File: src/rtl/pc_sequencer.sv
// pc_sequencer: fetch/flow-control FSM driving program_counter strobes with a return-address stack
// Ports: clk, rst_n (async active-low); restart (sync soft restart); mem_ready, pc_in (fetch handshake);
//   op_jump/op_call/op_ret/op_branch/branch_taken/op_halt, jump_addr, branch_addr, irq (decode/interrupt);
//   fetch_req, pc_clear/pc_up/pc_load1/pc_in1/pc_load2/pc_in2/pc_dbus_en/pc_dbus (PC control);
//   irq_ack, halted, stack_err (status).
module pc_sequencer #(
   parameter int ADDR_W = 8,
   parameter int STACK_DEPTH = 4,
   parameter logic [ADDR_W-1:0] IRQ_VECTOR = 8'hF0
) (
   input  logic              clk,
   input  logic              rst_n,
   input  logic              restart,
   input  logic              mem_ready,
   input  logic [ADDR_W-1:0] pc_in,
   input  logic              op_jump,
   input  logic              op_call,
   input  logic              op_ret,
   input  logic              op_branch,
   input  logic              branch_taken,
   input  logic              op_halt,
   input  logic [ADDR_W-1:0] jump_addr,
   input  logic [ADDR_W-1:0] branch_addr,
   input  logic              irq,
   output logic              fetch_req,
   output logic              pc_clear,
   output logic              pc_up,
   output logic              pc_load1,
   output logic [ADDR_W-1:0] pc_in1,
   output logic              pc_load2,
   output logic [ADDR_W-1:0] pc_in2,
   output logic              pc_dbus_en,
   output logic [ADDR_W-1:0] pc_dbus,
   output logic              irq_ack,
   output logic              halted,
   output logic              stack_err
);
   localparam int CW = $clog2(STACK_DEPTH + 1);
   localparam int IW = (STACK_DEPTH > 1) ? $clog2(STACK_DEPTH) : 1;
   typedef enum logic [1:0] {CLEAR, FETCH, EXEC, HALT} state_t;
   state_t state, state_nx;
   logic [ADDR_W-1:0] stk [STACK_DEPTH];
   logic [CW-1:0] cnt;
   logic push, pop, full, empty;
   logic [ADDR_W-1:0] ret_addr, top;
   assign full = cnt == CW'(STACK_DEPTH);
   assign empty = cnt == '0;
   assign ret_addr = pc_in + ADDR_W'(1);
   // guarded so an empty stack never reads an out-of-range entry
   assign top = empty ? '0 : stk[IW'(cnt - CW'(1))];
   assign pc_in1 = jump_addr;
   assign pc_in2 = branch_addr;
   assign halted = state == HALT;
   always_comb begin
      state_nx = state;
      fetch_req = 1'b0;
      pc_clear = 1'b0;
      pc_up = 1'b0;
      pc_load1 = 1'b0;
      pc_load2 = 1'b0;
      pc_dbus_en = 1'b0;
      pc_dbus = '0;
      irq_ack = 1'b0;
      push = 1'b0;
      pop = 1'b0;
      if (restart) begin
         state_nx = CLEAR;
         pc_clear = state == CLEAR;
      end else begin
         case (state)
            CLEAR: begin
               pc_clear = 1'b1;
               state_nx = FETCH;
            end
            FETCH: begin
               fetch_req = 1'b1;
               state_nx = mem_ready ? EXEC : FETCH;
            end
            EXEC: begin
               state_nx = FETCH;
               if (irq) begin
                  push = 1'b1;
                  pc_dbus_en = 1'b1;
                  pc_dbus = IRQ_VECTOR;
                  irq_ack = 1'b1;
               end else if (op_halt) begin
                  state_nx = HALT;
               end else if (op_ret) begin
                  // popping an empty stack degrades to a plain increment
                  pop = 1'b1;
                  pc_up = empty;
                  pc_dbus_en = !empty;
                  pc_dbus = top;
               end else if (op_call) begin
                  push = 1'b1;
                  pc_load1 = 1'b1;
               end else if (op_jump) begin
                  pc_load1 = 1'b1;
               end else if (op_branch && branch_taken) begin
                  pc_load2 = 1'b1;
               end else begin
                  pc_up = 1'b1;
               end
            end
            default: begin
               if (irq) begin
                  push = 1'b1;
                  pc_dbus_en = 1'b1;
                  pc_dbus = IRQ_VECTOR;
                  irq_ack = 1'b1;
                  state_nx = FETCH;
               end
            end
         endcase
      end
   end
   always_ff @(posedge clk or negedge rst_n) begin
      if (!rst_n) begin
         state <= CLEAR;
         cnt <= '0;
         stack_err <= 1'b0;
         for (int i = 0; i < STACK_DEPTH; i++) stk[i] <= '0;
      end else begin
         state <= state_nx;
         if (restart) begin
            cnt <= '0;
            stack_err <= 1'b0;
         end else if (push) begin
            if (full) stack_err <= 1'b1;
            else begin
               stk[IW'(cnt)] <= ret_addr;
               cnt <= cnt + CW'(1);
            end
         end else if (pop) begin
            if (empty) stack_err <= 1'b1;
            else cnt <= cnt - CW'(1);
         end
      end
   end
endmodule

File: config.mk
export PLATFORM = sky130hd
export DESIGN_NAME = pc_sequencer
export DESIGN_NICKNAME = d
export VERILOG_FILES = /design/src/rtl/pc_sequencer.sv
export SDC_FILE = /design/constraint.sdc
export NUM_CORES = 1
export LEC_CHECK = 0
export ABC_CLOCK_PERIOD_IN_PS = 2000
export CAP_MARGIN = 30
export CORE_MARGIN = 2
export CORE_UTILIZATION = 40
export CTS_CLUSTER_DIAMETER = 120
export DETAILED_ROUTE_END_ITERATION = 8
export GPL_TIMING_DRIVEN = 0
export PLACE_DENSITY = 0.73
export SLEW_MARGIN = 10
export SYNTH_ARGS = -nofsm -noshare
export SYNTH_HDL_FRONTEND = slang
export SYNTH_SLANG_ARGS = --single-unit
File: constraint.sdc
create_clock -name clk -period 2 [get_ports clk]
set_input_delay 0.3 -clock clk [delete_from_list [all_inputs] [get_ports clk]]
set_output_delay 0.3 -clock clk [all_outputs]
set_load 0.1 [all_outputs]
==> flow_summary_export.csv, run 1 <==
group,metric,value,unit
status,run_status,"complete, but fails checks",
status,violations,"setup timing",
sta,relSlewSlack,0.356,
clock_tree,htreeDepth,2,
yosys,synth_warnings,0,
sta,finalHoldViolCount,0,
routing,drc,0,
sta,skew,0.00310,ns
yosys,synthSimpleGateAreaFrac,0.168,
critical_path,worst_ep_required_time,1.70,ns
global_route,grtUsageTotal,0.203,
global_route,grt_max_degree,30,
global_route,grt_overflow,0,
routing,drt_iter0_markers,82,
finish,layout_common_cells,"buf_4 (37), dfrtp_1 (35), clkdlybuf4s50_1 (29), nand2_1 (25), o21ai_0 (22)",
critical_path,endpoint_kind,"primary output",
yosys,synth_top_family_by_area,"simple AND/OR/NAND/NOR gates",
finish,area_growth,60.3,%
die,die_h,80.9,um
die,die-area,6540,um2
routing,drt_first_pass_iters,4,
critical_path,worstPathArrival,2.03,ns
sta,min_period,2.33,ns
yosys,syn_nets,273,
pwr,power,0.00265,W
clock_tree,cts_root_buffer,"clkbuf_8",
pwr,peakVddDrop,0.469,mV
clock_tree,cts_max_path_buffers,2,
sta,worst_slack,-0.329,ns
critical_path,crit_fanout,6,
finish,layout_commonest_cell,"buf_4",
yosys,ys_async_sr_fraction,1.00,
worst_hold_path,hold_path_class,"primary input to async pin",
clock_tree,cts_tree,"built",
finish,antenna_cells,0,
die,num_rows,27,
routing,ant_nets,0,
finish,fin_nets,360,
pwr,power.leakage,1.59,nW
place,io_buffers,50,
sta,rsz0062_at_grt,"yes",
yosys,syn_avg_cell_area,10.4,um2
die,io_pins,68,
sta,fmax,429,MHz
routing,wl_per_cell,16.6,um
finish,fin_area,3790,um2
routing,via_per_inst,5.33,
yosys,synth_xor_area_frac,0.0222,
clock_tree,clk_latency,0.30,ns
routing,totalWireLength,6420,um
yosys,synth_compound_area_frac,0.146,
sta,finalCritPeriodShare,1.16,
clock_tree,path_clk_slew,0.08,ns
pwr,p_per_area,701,nW/um2
sta,drv_slew,0,
yosys,synth.mux.area_fraction,0.112,
critical_path,crit_type,"register to primary output",
critical_path,worst_setup_path_start_kind,"register",
yosys,ys.flop_type,"dfrtp_1",
sta,fin_setup_tns,-3.64,ns
sta,tightest_slew,0.963,ns
yosys,synth_fa_ha_area_frac,0.0530,
die,coreArea,5610,um2
sta,setup_viol,15,
die,initial_core_util,0.421,
place,dpl-instance-area,3150,um2
finish,drive_gt1_frac,0.437,
yosys,synth-seq-cells,38,
global_route,grt_pass1_vias,2060,
global_route,grt_pass1_wl,9980,um
place,dp_hpwl,4110,um
global_route,grt_antenna_before_repair,0,
die,die_x,80.9,um
yosys,synthCells,228,
place,gp_congestion,0.826,
run,maxCapViolations,0,
yosys,seq_area_frac_synth,0.403,
clock_tree,numCtsBuffers,5,
clock_tree,cts_sinks,38,
yosys,synth_edf_count,0,
routing,route.vias.total,2067,
yosys,synth_cell_types,46,
yosys,synth_area,2360,um2
[layout make-up]
class | count | area, um2
clock buffer | 6 | 82.6
buffer | 26 | 234
timing repair buffer | 80 | 875
inverter | 9 | 41.3
multi-input combinational | 155 | 1450
sequential | 38 | 955
tap | 72 | 90.1
fill | 410 | 1820
clock inverter | 2 | 60.1
[synth_stat cells (2+ instances only)]
library cell,n,area share
a21oi_1,11,0.023
a32o_1,2,0.0085
and3_1,3,0.0079
buf_2,3,0.0064
buf_4,16,0.051
buf_6,3,0.014
clkbuf_1,3,0.0048
dfrtp_1,38,0.40
ha_1,10,0.053
inv_1,9,0.014
mux2_2,4,0.019
mux2_4,2,0.013
mux4_2,8,0.076
nand2_1,25,0.040
nand3_1,6,0.013
nor2_1,18,0.029
nor2b_1,2,0.0053
nor3_1,4,0.0085
nor3b_1,5,0.016
nor4b_1,2,0.0074
o2111ai_2,3,0.019
o21ai_0,22,0.047
o31ai_1,2,0.0064
xor2_1,5,0.019
[worst max-delay path, cell delays in order, from the launching register on]
cell     delay [ns]
dfrtp_2        0.42
buf_6          0.12
ha_4           0.15
or4b_4         0.53
nor4b_4        0.25
buf_6          0.26
[path summary, 6_finish.rpt]
kind	start	slack, ns	endpoint	depth (start not counted)
max	state[1]$_DFFE_PN0P_	-0.33	pc_load2	5
min	rst_n	0.40	cnt[0]$_DFFE_PN0P_	2
max reg2reg	state[1]$_DFFE_PN0P_	-0.26	cnt[0]$_DFFE_PN0P_	8
min reg2reg	stk[12]$_DFFE_PN0P_	0.48	stk[12]$_DFFE_PN0P_	2
max in group asynchronous	rst_n	1.17	stk[28]$_DFFE_PN0P_	3
min in group clk	op_ret	0.42	stack_err$_DFFE_PN0P_	3
[where the power goes]
group | total (W) | leakage (nW) | internal (W) | switching, W
combinational | 0.000904 | 1.01 | 0.000378 | 0.000526
sequential | 0.000934 | 0.511 | 0.000873 | 0.0000615
clock | 0.000816 | 0.0714 | 0.000532 | 0.000284
[state kept, by name (all words and copies together), names as in the netlist]
register   count
stk           32
cnt            3
state          2
stack_err      1
[what timing repair did]
action	CTS	global route
resized for setup	140	37
hold buffers	1	0
setup buffers	20	8
cloned	0	0
pin swaps	11	9
endpoints found under the hold margin	9	0
setup endpoints to repair	41	47
[per-layer routing]
metal	track usage	wire length [um]
met5	0	0
met4	0.0932	193
met3	0.0300	280
met2	0.341	3280
met1	0.259	2670
[logic make-up (layout without fill, tap and decap cells)]
| kind of cell | Yosys count | count (layout) |
|---|---|---|
| simple gates | 75 | 75 |
| compound gates | 49 | 49 |
| flops | 38 | 38 |
| buf+inv | 35 | 123 |
| mux | 15 | 15 |
| fa+ha+maj | 10 | 10 |
| xor+xnor | 6 | 6 |
[stage by stage]
step	instances	utilization	hold WS (ns)	setup WS, ns
global route	388	0.675	0.429	-0.401
detailed placement	351	0.562	0.185	-1.54
global placement	350	0.560	0.459	-1.49
CTS	380	0.646	0.398	-0.398
floorplan	228	-	0.00441	-0.692
finish	388	0.675	0.397	-0.329
Power figures use the tool's default switching activity.
==> run 2: changes to the inputs <==
CORE_UTILIZATION = 43   (was 40)
PLACE_DENSITY = 0.77   (was 0.73)
==> run 2 against run 1 <==
  * The flow still finishes with violations (setup timing)
  * First-iteration DRC count rose by 16%
  * Clock power fell by 0.5%
  * Fmax grew 0.21%
  * Hold slack got worse by 0.017 ns
  * Largest power group unchanged
  * Register-to-register slack improved by 0.09 ns
  * Flip-flop and latch count stayed put
  * Critical path depth increased by 4
==> flow_summary_export.csv, run 2 (synthesized netlist as in run 1, its figures left out) <==
group,metric,value,unit
clock_tree,numCtsBuffers,5,
critical_path,worst_ep_required_time,1.70,ns
sta,skew,0.00630,ns
die,coreArea,5200,um2
finish,fin_util,0.715,
global_route,grt_max_degree,33,
die,die_h,78.1,um
clock_tree,htreeDepth,2,
sta,setup_viol,39,
worst_hold_path,hold_path_class,"primary input to async pin",
finish,fillers,379,
sta,finalHoldViolCount,0,
global_route,grt_antenna_before_repair,0,
critical_path,crit_type,"register to primary output",
routing,totalWireLength,6110,um
sta,min_period,2.32,ns
critical_path,worst_setup_path_start_kind,"register",
sta,tightest_slew,0.967,ns
sta,relSlewSlack,0.353,
routing,drt_first_pass_iters,4,
clock_tree,cts_root_buffer,"clkbuf_8",
routing,route.vias.total,2012,
clock_tree,path_clk_slew,0.08,ns
routing,drc,0,
global_route,grt_overflow,0,
routing,ant_nets,0,
critical_path,endpoint_kind,"primary output",
run,maxCapViolations,0,
die,initial_core_util,0.454,
routing,via_per_inst,5.24,
critical_path,path_delay_family,"buffers and inverters",
critical_path,rrSetupSlack,-0.17,ns
finish,area_growth,57.6,%
pwr,peakVddDrop,0.504,mV
global_route,grt_pass1_wl,9530,um
sta,finalCritPeriodShare,1.16,
clock_tree,clk_latency,0.29,ns
die,num_rows,26,
critical_path,slowest_delay,0.40,ns
status,run_status,"complete, but fails checks",
finish,fin_area,3720,um2
place,dpl-instance-area,3150,um2
sta,rsz0062_at_grt,"yes",
critical_path,path_buf_inv,4,
finish,drive_gt1_frac,0.427,
place,gp_congestion,0.766,
clock_tree,cts_max_path_buffers,2,
place,place_ws,-1.50,ns
global_route,grt_pass1_vias,2001,
place,io_buffers,50,
sta,drv_slew,0,
critical_path,r2r_cells,9,
place,dp_hpwl,4020,um
finish,largest_reg_flops,32,
sta,fmax,430,MHz
finish,layout_common_cells,"buf_4 (43), dfrtp_1 (36), clkdlybuf4s50_1 (29), nand2_1 (25), o21ai_0 (22)",
clock_tree,cts_tree,"built",
sta,worst_slack,-0.324,ns
finish,layout_commonest_cell,"buf_4",
global_route,grtUsageTotal,0.200,
pwr,p_per_area,708,nW/um2
critical_path,worstPathArrival,2.02,ns
die,io_pins,68,
status,violations,"setup timing",
critical_path,crit_fanout,3,
pwr,power.leakage,1.58,nW
die,die-area,6100,um2
sta,fin_setup_tns,-5.11,ns
critical_path,cp_cell_sequence,"buf_12, inv_8, ha_4, and2b_2, nor3_2, o211ai_1, buf_4, nor2_4, buf_12",
clock_tree,cts_sinks,38,
finish,fin_nets,358,
finish,antenna_cells,0,
critical_path,critPathSlowestCell,"dfrtp_2",
critical_path,cp_num_cells,9,
routing,wl_per_cell,15.9,um
critical_path,cpMostUsedCell,"buf_12",
die,die_x,78.1,um
finish,regMostFlops,"stk",
finish,top_regs,"stk: 32 flops, cnt: 3 flops, state: 2 flops",
routing,drt_iter0_markers,95,
[run 2: per-stage QoR]
stage | hold WS [ns] | total power (W) | std cells
detailed placement | 0.160 | 0.00174 | 349
CTS | 0.372 | 0.00262 | 379
global placement | 0.458 | 0.00171 | 348
floorplan | 0.00441 | 0.00153 | 228
finish | 0.380 | 0.00264 | 384
global route | 0.387 | 0.00275 | 384
[run 2: path summary, 6_finish.rpt]
path | start | endpoint
min in group clk | op_ret | stack_err$_DFFE_PN0P_
setup reg to reg | cnt[0]$_DFFE_PN0P_ | stk[13]$_DFFE_PN0P_
hold / removal | rst_n | stk[13]$_DFFE_PN0P_
hold reg to reg | stk[15]$_DFFE_PN0P_ | stk[15]$_DFFE_PN0P_
max in group asynchronous | rst_n | state[1]$_DFFE_PN0P_
setup / recovery | cnt[0]$_DFFE_PN0P_ | pc_dbus[7]
[run 2: final cells by class]
type                       count  area, um2  area share
clock buffer                   6       82.6      0.0222
sequential                    38        953       0.256
timing repair buffer          80        848       0.228
clock inverter                 2       60.1      0.0161
multi-input combinational    155       1440       0.388
tap                           70       87.6      0.0235
buffer                        24        205      0.0551
inverter                       9       41.3      0.0111
[run 2: timing repair]
item	CTS	global route
hold buffers	1	0
hold endpoints to repair	6	0
resized for setup	147	21
setup endpoints to repair	43	42
buffers inserted	22	6
pin swaps	8	9
[run 2: power by group]
part,switching (W),internal (W),leakage [nW]
sequential,0.0000610,0.000872,0.512
combinational,0.000520,0.000372,0.996
clock,0.000280,0.000532,0.0714
[run 2: routing by layer]
| layer | routed length, um | GRT usage |
|---|---|---|
| met5 | 0 | 0 |
| met4 | 59 | 0.0596 |
| met3 | 325 | 0.0402 |
| met2 | 3220 | 0.347 |
| met1 | 2510 | 0.253 |
[run 2: worst register-to-register path, stage by stage (launching register included)]
cell,delay (ns)
dfrtp_2,0.40
buf_12,0.12
inv_8,0.03
ha_4,0.14
buf_4,0.16
a21oi_1,0.45
o2111ai_2,0.31
clkbuf_4,0.27
nand2_1,0.08
o21ai_0,0.07
